$ cat config.mk
export PLATFORM = sky130hd
export DESIGN_NAME = count_arbiter
export DESIGN_NICKNAME = d
export VERILOG_FILES = /design/src/rtl/count_arbiter_pkg.sv /design/src/rtl/count_arbiter_rr_pick.sv /design/src/rtl/count_arbiter.sv
export SDC_FILE = /design/constraint.sdc
export NUM_CORES = 1
export LEC_CHECK = 0
export ABC_AREA = 0
export CAP_MARGIN = 20
export CORE_UTILIZATION = 49
export DETAILED_ROUTE_END_ITERATION = 10
export PLACE_DENSITY = 0.9
export SYNTH_ARGS = -nofsm -noshare
export SYNTH_HDL_FRONTEND = slang
export SYNTH_SLANG_ARGS = --single-unit
$ cat constraint.sdc
create_clock -name clk -period 2.7 [get_ports clk]
set_input_delay 0.54 -clock clk [delete_from_list [all_inputs] [get_ports clk]]
set_output_delay 0.54 -clock clk [all_outputs]
set_load 0.02 [all_outputs]
$ cat src/rtl/count_arbiter_pkg.sv
// Shared types and constants for count_arbiter.
// Optional build macro used by the top: COUNT_ARBITER_ABORT_EN.
package count_arbiter_pkg;

    localparam int N_REQ_DEF = 2;
    localparam int CNT_W_DEF = 4;

    typedef enum logic [1:0] {
        IDLE  = 2'd0,
        COUNT = 2'd1,
        DONE  = 2'd2
    } state_e;

    // Reset pointer sits on the last requester so the first search starts at requester 0.
    function automatic int rst_ptr(input int n_req);
        return n_req - 1;
    endfunction

endpackage

$ cat src/rtl/count_arbiter_rr_pick.sv
// Combinational round-robin picker: searches upward from ptr+1, wrapping at N_REQ.
module rr_pick #(
    parameter int N_REQ = 2,
    parameter int PTR_W = 1
) (
    input  logic [N_REQ-1:0] req,
    input  logic [PTR_W-1:0] ptr,
    output logic [N_REQ-1:0] win,
    output logic             valid
);

    localparam logic [N_REQ-1:0] ONE_HOT0 = N_REQ'(1);
    localparam logic [PTR_W-1:0] LAST_IDX = PTR_W'(N_REQ - 1);

    logic [PTR_W-1:0] idx_s;
    logic             found_s;
    logic             take_s;

    // Walk the candidates in priority order; the first requester seen wins.
    always_comb begin
        win     = '0;
        found_s = 1'b0;
        take_s  = 1'b0;
        idx_s   = ptr;
        for (int k = 0; k < N_REQ; k++) begin
            idx_s   = (idx_s == LAST_IDX) ? PTR_W'(0) : idx_s + PTR_W'(1);
            take_s  = req[idx_s] & ~found_s;
            win     = win | (take_s ? (ONE_HOT0 << idx_s) : N_REQ'(0));
            found_s = found_s | take_s;
        end
        valid = found_s;
    end

endmodule

$ cat src/rtl/count_arbiter.sv
// Round-robin owner of a shared up-counter: grants one requester, counts 0..len, pulses done.
// Build option: COUNT_ARBITER_ABORT_EN lets the owner abort a count by dropping req.
module count_arbiter
    import count_arbiter_pkg::*;
#(
    parameter int N_REQ = N_REQ_DEF,
    parameter int CNT_W = CNT_W_DEF
) (
    input  logic                   clk,
    input  logic                   reset,
    input  logic [N_REQ-1:0]       req,
    input  logic [N_REQ*CNT_W-1:0] len,
    output logic [N_REQ-1:0]       gnt,
    output logic [N_REQ-1:0]       done,
    output logic                   busy,
    output logic [CNT_W-1:0]       cnt_out
);

    localparam int PTR_W = (N_REQ > 1) ? $clog2(N_REQ) : 1;
    localparam logic [PTR_W-1:0] PTR_RST = PTR_W'(rst_ptr(N_REQ));
    localparam logic [N_REQ-1:0] ONE_HOT0 = N_REQ'(1);

    state_e           state_q, state_d;
    logic [PTR_W-1:0] ptr_q, ptr_d;
    logic [PTR_W-1:0] owner_q, owner_d;
    logic [CNT_W-1:0] len_q, len_d;
    logic [CNT_W-1:0] cnt_q, cnt_d;
    logic [N_REQ-1:0] gnt_q, gnt_d;
    logic [N_REQ-1:0] done_q, done_d;
    logic             busy_q, busy_d;

    logic [N_REQ-1:0] win_s;
    logic             win_valid_s;
    logic [PTR_W-1:0] win_idx_s;
    logic [CNT_W-1:0] len_sel_s;

    rr_pick #(
        .N_REQ (N_REQ),
        .PTR_W (PTR_W)
    ) u_rr_pick (
        .req   (req),
        .ptr   (ptr_q),
        .win   (win_s),
        .valid (win_valid_s)
    );

    // Winner is one-hot, so OR-ing the masked candidates yields its index and len slice.
    always_comb begin
        win_idx_s = '0;
        len_sel_s = '0;
        for (int i = 0; i < N_REQ; i++) begin
            win_idx_s = win_idx_s | (win_s[i] ? PTR_W'(i) : PTR_W'(0));
            len_sel_s = len_sel_s | (win_s[i] ? len[i*CNT_W +: CNT_W] : CNT_W'(0));
        end
    end

    // Next-state and next-output logic for the IDLE/COUNT/DONE controller.
    always_comb begin
        state_d = state_q;
        ptr_d   = ptr_q;
        owner_d = owner_q;
        len_d   = len_q;
        cnt_d   = cnt_q;
        gnt_d   = gnt_q;
        done_d  = '0;
        case (state_q)
            IDLE: begin
                if (win_valid_s) begin
                    gnt_d   = win_s;
                    len_d   = len_sel_s;
                    cnt_d   = '0;
                    owner_d = win_idx_s;
                    state_d = COUNT;
                end else begin
                    gnt_d   = '0;
                end
            end
            COUNT: begin
`ifdef COUNT_ARBITER_ABORT_EN
                if (!req[owner_q]) begin
                    gnt_d   = '0;
                    ptr_d   = owner_q;
                    state_d = IDLE;
                end else if (cnt_q == len_q) begin
`else
                if (cnt_q == len_q) begin
`endif
                    gnt_d   = '0;
                    done_d  = ONE_HOT0 << owner_q;
                    ptr_d   = owner_q;
                    state_d = DONE;
                end else begin
                    cnt_d   = cnt_q + CNT_W'(1);
                end
            end
            DONE: begin
                gnt_d   = '0;
                state_d = IDLE;
            end
            default: begin
                gnt_d   = '0;
                state_d = IDLE;
            end
        endcase
        busy_d = (state_d != IDLE);
    end

    // Controller state and registered outputs.
    always_ff @(posedge clk or posedge reset) begin
        if (reset) begin
            state_q <= IDLE;
            ptr_q   <= PTR_RST;
            owner_q <= '0;
            len_q   <= '0;
            cnt_q   <= '0;
            gnt_q   <= '0;
            done_q  <= '0;
            busy_q  <= 1'b0;
        end else begin
            state_q <= state_d;
            ptr_q   <= ptr_d;
            owner_q <= owner_d;
            len_q   <= len_d;
            cnt_q   <= cnt_d;
            gnt_q   <= gnt_d;
            done_q  <= done_d;
            busy_q  <= busy_d;
        end
    end

    assign gnt     = gnt_q;
    assign done    = done_q;
    assign busy    = busy_q;
    assign cnt_out = cnt_q;

endmodule

Yosys cells after proc, flatten, opt, wreduce, memory -nomap -nowiden
Cells that the tools add are included.
- register bits after elaboration: 17
- input port bits: 12
- logic and storage cells: 54
- add/subtract/negate cells: 3
- order comparisons: 2
- equal/unequal tests: 5
- shift-type cells: 3
- multiplexer cells: 22
- bitwise gates (word level): 5
- reduce and logical (&&, ||, !) cells: 6
- operators with widths (operator ; count):
    2-bit two-way mux ; 8
    4-bit two-way mux ; 4
    2-bit case mux with 2 select lines ; 2
    4-bit case mux with 2 select lines ; 1
    1-bit two-way mux ; 7
    1-bit by 1-bit << shifter with 2-bit output, first input constant ; 3
    4-bit by 1-bit adder with 4-bit output, second input constant ; 1
    4-bit equality test ; 1
    1-bit by 2-bit < comparator with 1-bit output, second input constant ; 2
    2-bit != test, second input constant ; 2
    4-bit bitwise OR ; 1
    2-bit AND reduction ; 2
    2-bit nonzero test ; 2
    3-bit AND reduction ; 1
    1-bit adder, second input constant ; 2
    2-bit by 1-bit equality test with 1-bit output, second input constant ; 1
    2-bit logical NOT ; 1
    2-bit by 1-bit != test with 1-bit output, second input constant ; 1
    2-bit bitwise OR ; 1
    1-bit bitwise AND ; 1
    1-bit NOT ; 1
    1-bit bitwise OR ; 1

Depth between registers and ports, before layout
Gate-level depths: netlist of run 1.
- depth after elaboration: 11
- depth in mapped cells: 5
- depth with buffers taken out: 4

Cells and area by module
A second synthesis of run 1 with hierarchy kept.
- cell total of the unflattened synthesis: 69
- area, all modules: 789.5 um^2
- modules (own cells, without submodules) (module ; times used ; cells each ; area each (um^2)):
    count_arbiter ; 1 ; 65 ; 764.5
    rr_pick ; 1 ; 4 ; 25.0

Worst setup path after synthesis of run 1
OpenSTA, ideal clock, no wires.
- path kind: register to register
- start: reg cnt_q[2], in the netlist cnt_out[2]
- end: reg cnt_q[3], in the netlist cnt_out[3]
- library setup time: 69 ps
- arrival: 1419 ps
- slack: 1212 ps
- stages on the path, launching flop included: 6
- period minus slack after synthesis: 1488 ps
- cell sequence: dfrtp_1 xnor2_1 a41o_1 buf_6 or3_1 nand3_1
- word-level cells in the longest chain between the ends: 3
- ends and longest elaborated chain (item ; RTL line ; RTL):
    from (decl) ; count_arbiter.sv:27 ; logic [CNT_W-1:0] cnt_q, cnt_d;
    from (signal assigned) ; count_arbiter.sv:124 ; cnt_q <= cnt_d;
    4-bit by 1-bit adder with 4-bit output / 4-bit equality test (equally long branches) ; count_arbiter.sv:93, count_arbiter.sv:86 ;
    4-bit two-way mux / 2-bit != test (equally long branches) ; - ;
    4-bit case mux with 2 select lines / 3-bit AND reduction (equally long branches) ; - ;
Parallel ways exist; a longest one is shown, timed or not. The select of a mux whose other input is x is not followed.
A chain may end at the register's enable or synchronous reset.

Final worst setup path of run 1
- start: reg cnt_q[0], in the netlist cnt_out[0]
- end: out cnt_out[0]
- RTL lines (item ; RTL line ; RTL):
    to (decl) ; count_arbiter.sv:16 ; output logic [CNT_W-1:0] cnt_out
No word-level cell between the ends.

==> results.cfg, run 1 <==
[sta]
fmax_mhz = 510.1
fin_crit_sh = 0.7261
timing.slew.headroom = 0.5347
hold_slack_ns = 0.5001
totalNegativeSetupSlack_ns = 0
period_minus_slack_ns = 1.961
timing.clock.skew_ns = 0.006609
grt_setup_unrepaired = no
setup-violations-final = 0
timing.final.max_slew_violations = 0
worst_pin_slew_ns = 0.6917
report.final.hold_viol_count = 0

[pwr]
net-switching-power_mw = 0.4959
internal_power_mw = 0.6975
vdd.ir_drop.worst_uv = 678.8
netSwitchingFraction = 0.4156
power.clock.fraction = 0.122
p_leak_nw = 0.4374
cellPowerDensity_mw_per_mm2 = 1178
report.power.total_mw = 1.193
sequential_power_share = 0.391
share_comb_of_total_power = 0.488

[clocking]
cts_post_setup_buffers_inserted = 0
cts_max_path_buffers = 2
clockRootBuffer = sky130_fd_sc_hd__clkbuf_4
clock_sink_total = 17
clkTransAtPathRegs_ns = 0.11
cts_made_buffers = 3
tritoncts = done
ctsHoldBuffers = 0
number_of_levels_in_the_clock_h_tree = 1
post_cts_resize_count = 0
worst_skew_pair.late_latency_ns = 0.31

[floorplan]
fp.coreArea_mm2 = 0.001383
fp.dieArea_mm2 = 0.001743
die_y_um = 41.76
start_util = 0.5602
fp.dieW_um = 41.76
placement_rows = 13
ios = 21

[place]
dpl.hpwl_um = 1179
portBuffers = 20
weighted_congestion_reported_at_the_end_of_routability_driven_placement = 0.7567
detailed_place.area_um2 = 985.9

[layout]
area_growth_syn_to_fin_pct = 30.86
antenna_cells_inserted = 0
finish.net_count = 109
final.fill_count = 108
final_design_area_no_fill_mm2 = 0.001013
layout-drive-gt1-share = 0.08421
post-route-util = 0.7330
seq_area_um2 = 426.7
footprint_of_the_multi_input_gates_um2 = 325.3

[grt]
largest_net_degree_at_the_start_of_global_routing = 18
first_global_vias = 626
grt_first_pass_wirelength_um = 2753
track_usage = 0.2210
initial_antenna_violation_count = 0
grt_overflow = 0

[route]
detail-route-antenna-nets = 0
detailroute.via_count = 645
drt_wl_total_um = 1627
drt_iter0_markers = 11
avgViaCountPerCell = 5.864
avgRoutedWirePerCell_um = 14.79
drc = 0
detail_route.first_pass.iterations = 4

[synthesis]
synth_area_um2 = 774.5
synth_seq_area_share = 0.5509
synth_seq_cells = 17
synth_top_cells_by_count = sky130_fd_sc_hd__dfrtp_1 (16), sky130_fd_sc_hd__nand3_1 (8), sky130_fd_sc_hd__o21ai_0 (7), sky130_fd_sc_hd__nand2_1 (6)
post_synth.cell_area_avg_um2 = 10.76
number_of_distinct_library_cells_after_synthesis = 28
synth_area_leaders = sky130_fd_sc_hd__dfrtp_1 (52%), sky130_fd_sc_hd__nand3_1 (5.2%), sky130_fd_sc_hd__a32oi_1 (4.5%), sky130_fd_sc_hd__o21ai_0 (4.5%), sky130_fd_sc_hd__xnor2_1 (4.5%)
synth_enable_flop_cells = 0
dominant_synthesized_flop_cell = sky130_fd_sc_hd__dfrtp_1
yosys_warnings = 0
area_fraction_of_the_dominant_cell_type_after_synthesis = 0.5170
mappedNetlistNets = 85
synth_top_area_cell = sky130_fd_sc_hd__dfrtp_1
synth-async-reset-ratio = 1.000
yosysMostFrequentCell = sky130_fd_sc_hd__dfrtp_1
synth_cells = 72

[setup_path]
crit_arrival_ns = 1.42
max_stage_delay_ns = 0.65
cpMaxStageDelayCell = sky130_fd_sc_hd__clkdlybuf4s50_1
nature_of_the_critical_path_startpoint = flop
critPathRequiredTime_ns = 2.16
endpoint_kind = output pin
timing.critical_path.cells = clkdlybuf4s50_1
critPathBufInv = 1
critPathKind = flop to output pin
critical_path_peak_fanout = 6
crit_family = buffers and inverters

[worst_hold_path]
holdCritPathClass = flop to flop

[run]
maxCapViolations = 0

[outcome]
outcome = complete, no violations
==> per-stage QoR <==
| stage | cells | worst slack (ns) |
|---|---|---|
| 2_1_floorplan | 72 | 1.212 |
| 3_3_place_gp | 106 | 0.6236 |
| 3_5_place_dp | 106 | 0.5725 |
| 4_1_cts | 110 | 0.7349 |
| 5_1_grt | 110 | 0.6794 |
| 6_report | 110 | 0.7394 |
==> logic make-up after synthesis <==
kind of cell    share of synthesized area
simple gates                       0.1729
compound gates                     0.1583
flops                              0.5509
xor+xnor                          0.04523
buf+inv                           0.02908
mux                               0.02746
fa+ha+maj                         0.01615
==> layout make-up <==
type                       count  share of cell area
clock buffer                   3             0.02222
clock inverter                 1            0.004938
inverter                       2            0.007407
multi-input combinational     51              0.3210
sequential                    17              0.4210
tap                           15             0.01852
timing repair buffer          21              0.2049
==> layer usage <==
layer	part of all wire	routed length, µm	global-route usage	up-vias
li1	-	-	-	306
met4	0.037	61	0.1935	0
met2	0.49	797	0.3469	24
met1	0.43	700	0.2621	311
met5	0	0	0	-
met3	0.042	68	0.03043	4
==> sequential cells by signal (all words and copies together) (netlist names) <==
signal / cells
len_q: 4
gnt: 2
owner_q: 1
state_q: 2
ptr_q: 1
busy: 1
cnt_out: 4
done: 2
==> power groups by stage <==
stage / registers, mW / logic [mW] / clock network (mW)
floorplan: 0.514 / 0.358 / 0
global placement: 0.467 / 0.562 / 0
detailed placement: 0.471 / 0.578 / 0
CTS: 0.467 / 0.585 / 0.148
global route: 0.484 / 0.637 / 0.159
finish: 0.466 / 0.582 / 0.145
==> final timing paths <==
kind / from / end / slack [ns] / cells past startpoint
min reg2reg: state_q[1]$_DFF_PP0_ / gnt[1]$_DFFE_PP0P_ / 0.50 / 1
max reg2reg: cnt_out[0]$_DFFE_PP0P_ / ptr_q$_DFFE_PP1P_ / 1.17 / 4
min in group asynchronous: reset / len_q[3]$_DFFE_PP0P_ / 0.60 / 2
max in group asynchronous: reset / cnt_out[0]$_DFFE_PP0P_ / 1.68 / 2
max: cnt_out[0]$_DFFE_PP0P_ / cnt_out[0] / 0.74 / 1
min: state_q[1]$_DFF_PP0_ / gnt[1]$_DFFE_PP0P_ / 0.50 / 1
==> layout by cell type (no fill, tap or decap) <==
master,count
sky130_fd_sc_hd__nor2b_1,1
sky130_fd_sc_hd__nor2_1,2
sky130_fd_sc_hd__o21ai_0,7
sky130_fd_sc_hd__clkdlybuf4s50_1,20
sky130_fd_sc_hd__xnor2_1,4
sky130_fd_sc_hd__o21a_1,1
sky130_fd_sc_hd__nor3_1,1
sky130_fd_sc_hd__dfrtp_1,16
sky130_fd_sc_hd__nand4_1,1
sky130_fd_sc_hd__a32oi_1,4
sky130_fd_sc_hd__mux2i_1,1
sky130_fd_sc_hd__a21boi_0,1
sky130_fd_sc_hd__buf_4,1
sky130_fd_sc_hd__and2_1,1
sky130_fd_sc_hd__clkbuf_4,3
sky130_fd_sc_hd__a21oi_1,2
sky130_fd_sc_hd__a22o_1,1
sky130_fd_sc_hd__a41o_1,1
sky130_fd_sc_hd__dfstp_2,1
sky130_fd_sc_hd__ha_1,1
sky130_fd_sc_hd__nand3_1,8
sky130_fd_sc_hd__nand3b_1,1
sky130_fd_sc_hd__or3_1,1
sky130_fd_sc_hd__a21o_2,1
sky130_fd_sc_hd__mux2_2,1
sky130_fd_sc_hd__nand2b_1,3
sky130_fd_sc_hd__nor3b_1,1
sky130_fd_sc_hd__nand2_1,6
sky130_fd_sc_hd__clkinv_2,1
sky130_fd_sc_hd__inv_1,2
(Power assumes the default switching activity.)
==> run 2, diff against run 1 <==
--- a/config.mk
+++ b/config.mk
@@ -7,9 +7,9 @@
 export LEC_CHECK = 0
 export ABC_AREA = 0
 export CAP_MARGIN = 20
-export CORE_UTILIZATION = 49
+export CORE_UTILIZATION = 45
 export DETAILED_ROUTE_END_ITERATION = 10
-export PLACE_DENSITY = 0.9
+export PLACE_DENSITY = 0.84
 export SYNTH_ARGS = -nofsm -noshare
 export SYNTH_HDL_FRONTEND = slang
 export SYNTH_SLANG_ARGS = --single-unit
==> constraint.sdc (replaced) <==
create_clock -name clk -period 2 [get_ports clk]
set_input_delay 0.4 -clock clk [delete_from_list [all_inputs] [get_ports clk]]
set_output_delay 0.4 -clock clk [all_outputs]
set_load 0.02 [all_outputs]
==> run 2 against run 1 <==
Net effect:
- register-to-register slack got worse by 0.76 ns
- critical path type unchanged
- the run now ends with DRC left
- largest cell class unchanged
- total power increased by 35%
- clock skew increased by 0.0029 ns
==> results.cfg, run 2 (synthesis gave the netlist of run 1 again) <==
[clocking]
clockRootBuffer = sky130_fd_sc_hd__clkbuf_4
worst_skew_pair.late_latency_ns = 0.29
cts_post_setup_buffers_inserted = 0
post_cts_resize_count = 0
clkTransAtPathRegs_ns = 0.11
cts_made_buffers = 3
ctsHoldBuffers = 0
tritoncts = done
cts_max_path_buffers = 2
clock_sink_total = 17
number_of_levels_in_the_clock_h_tree = 1

[pwr]
vdd.ir_drop.worst_uv = 749.7
sequential_power_share = 0.395
net-switching-power_mw = 0.6633
share_comb_of_total_power = 0.489
cellPowerDensity_mw_per_mm2 = 1575
internal_power_mw = 0.9470
p_leak_nw = 0.4423
netSwitchingFraction = 0.4119
power.clock.fraction = 0.117

[grt]
grt_overflow = 0
track_usage = 0.1840
largest_net_degree_at_the_start_of_global_routing = 18
initial_antenna_violation_count = 0
grt_first_pass_wirelength_um = 2601
first_global_vias = 566

[setup_path]
regToRegSetupSlack_ns = 0.41
critPathKind = flop to output pin
endpoint_kind = output pin
max_stage_delay_ns = 0.64
ff2ff_path_depth = 4
critPathBufInv = 1
critical_path_peak_fanout = 6
crit_arrival_ns = 1.38
nature_of_the_critical_path_startpoint = flop
rr_endpoint = ptr_q$_DFFE_PP1P_
crit_cells = 1
critPathRequiredTime_ns = 1.60
worst_r2r_startpoint = cnt_out[0]$_DFFE_PP0P_
timing.critical_path.cells = clkdlybuf4s50_1
cpMaxStageDelayCell = sky130_fd_sc_hd__clkdlybuf4s50_1
crit_family = buffers and inverters
critPathCapture = cnt_out[0]
critical_path.startpoint = cnt_out[0]$_DFFE_PP0P_

[route]
avgViaCountPerCell = 5.839
drc = 4
detail-route-antenna-nets = 0
drt_iter0_markers = 17
detail_route.first_pass.iterations = 7
avgRoutedWirePerCell_um = 14.61
detailroute.via_count = 654
drt_wl_total_um = 1636

[sta]
setup-violations-final = 0
totalNegativeSetupSlack_ns = 0
worst_pin_slew_ns = 0.6530
timing.slew.headroom = 0.5642
fin_crit_sh = 0.8896
report.final.hold_viol_count = 0
setup_slack_ns = 0.2207
timing.final.max_slew_violations = 0
grt_setup_unrepaired = no
period_minus_slack_ns = 1.779
fmax_mhz = 562.0
timing.clock.skew_ns = 0.009493

[layout]
final.fill_count = 126
layout-drive-gt1-share = 0.09375
final_design_area_no_fill_mm2 = 0.001022
finish.net_count = 110
post-route-util = 0.6557
antenna_cells_inserted = 0
mostFrequentLayoutCells = sky130_fd_sc_hd__clkdlybuf4s50_1 (20), sky130_fd_sc_hd__dfrtp_1 (16), sky130_fd_sc_hd__nand3_1 (8), sky130_fd_sc_hd__o21ai_0 (7), sky130_fd_sc_hd__nand2_1 (6)
area_growth_syn_to_fin_pct = 31.99
final_instance_count_without_filler_cells = 112
mostFrequentLayoutCell = sky130_fd_sc_hd__clkdlybuf4s50_1

[place]
place_inst = 108
weighted_congestion_reported_at_the_end_of_routability_driven_placement = 0.8110
detailed_place.area_um2 = 994.7
dpl.hpwl_um = 1201
portBuffers = 20
preCtsSetupSlack_ns = 0.1211

[floorplan]
fp.coreArea_mm2 = 0.001559
start_util = 0.4968
placement_rows = 14
fp.dieArea_mm2 = 0.001891
fp.dieW_um = 43.49
die_y_um = 43.49
ios = 21

[outcome]
violations = DRC
outcome = complete, but fails checks

[worst_hold_path]
holdCritPathClass = input pin to async pin

[run]
maxCapViolations = 0
==> run 2: cell types whose count changed in the layout (fill, tap and decap cells not counted), sizes merged <==
cell	change
buf	+1
==> run 2: stage by stage <==
step | total power [mW] | hold slack, ns
6_report | 1.610 | 0.4828
5_1_grt | 1.709 | 0.5222
3_3_place_gp | 1.394 | 0.4793
4_1_cts | 1.610 | 0.5063
2_1_floorplan | 1.178 | 0.3253
3_5_place_dp | 1.424 | 0.4957
==> run 2: how the worst min path moves through the flow <==
stage,startpoint,endpoint,slack (ns),cells after the start
2_1_floorplan,reset,busy$_DFF_PP0_,0.33,1
3_3_place_gp,state_q[1]$_DFF_PP0_,gnt[1]$_DFFE_PP0P_,0.48,1
3_5_place_dp,state_q[1]$_DFF_PP0_,gnt[0]$_DFFE_PP0P_,0.50,1
4_1_cts,reset,gnt[0]$_DFFE_PP0P_,0.51,2
5_1_grt,state_q[1]$_DFF_PP0_,gnt[0]$_DFFE_PP0P_,0.52,1
6_report,reset,gnt[0]$_DFFE_PP0P_,0.48,2
==> run 2: power by group through the flow <==
stage	Clock (mW)	Combinational (mW)	Sequential, mW
3_5_place_dp	0	0.783	0.641
5_1_grt	0.198	0.854	0.656
4_1_cts	0.186	0.789	0.634
6_report	0.188	0.787	0.636
3_3_place_gp	0	0.763	0.631
2_1_floorplan	0	0.484	0.694
==> run 2: routing by layer <==
layer | track usage | up-vias | routed length [µm]
met4 | 0.07500 | 0 | 17
met2 | 0.2788 | 17 | 793
met3 | 0.02500 | 2 | 52
met1 | 0.2668 | 326 | 773
met5 | 0 | - | 0
li1 | - | 309 | -
==> run 2: final cells by class <==
class / count / area, µm² / area share
sequential: 17 / 426.7 / 0.4174
multi-input combinational: 51 / 325.3 / 0.3182
timing repair buffer: 22 / 215.2 / 0.2105
clock buffer: 3 / 22.52 / 0.02203
tap: 16 / 20.02 / 0.01958
inverter: 2 / 7.507 / 0.007344
clock inverter: 1 / 5.005 / 0.004896
==> run 3, diff against run 2 <==
--- a/config.mk
+++ b/config.mk
@@ -5,7 +5,6 @@
 export SDC_FILE = /design/constraint.sdc
 export NUM_CORES = 1
 export LEC_CHECK = 0
-export ABC_AREA = 0
 export CAP_MARGIN = 20
 export CORE_UTILIZATION = 45
 export DETAILED_ROUTE_END_ITERATION = 10
==> results of run 3 <==
No change in the layout: final DEF, timing and power equal those of run 2.
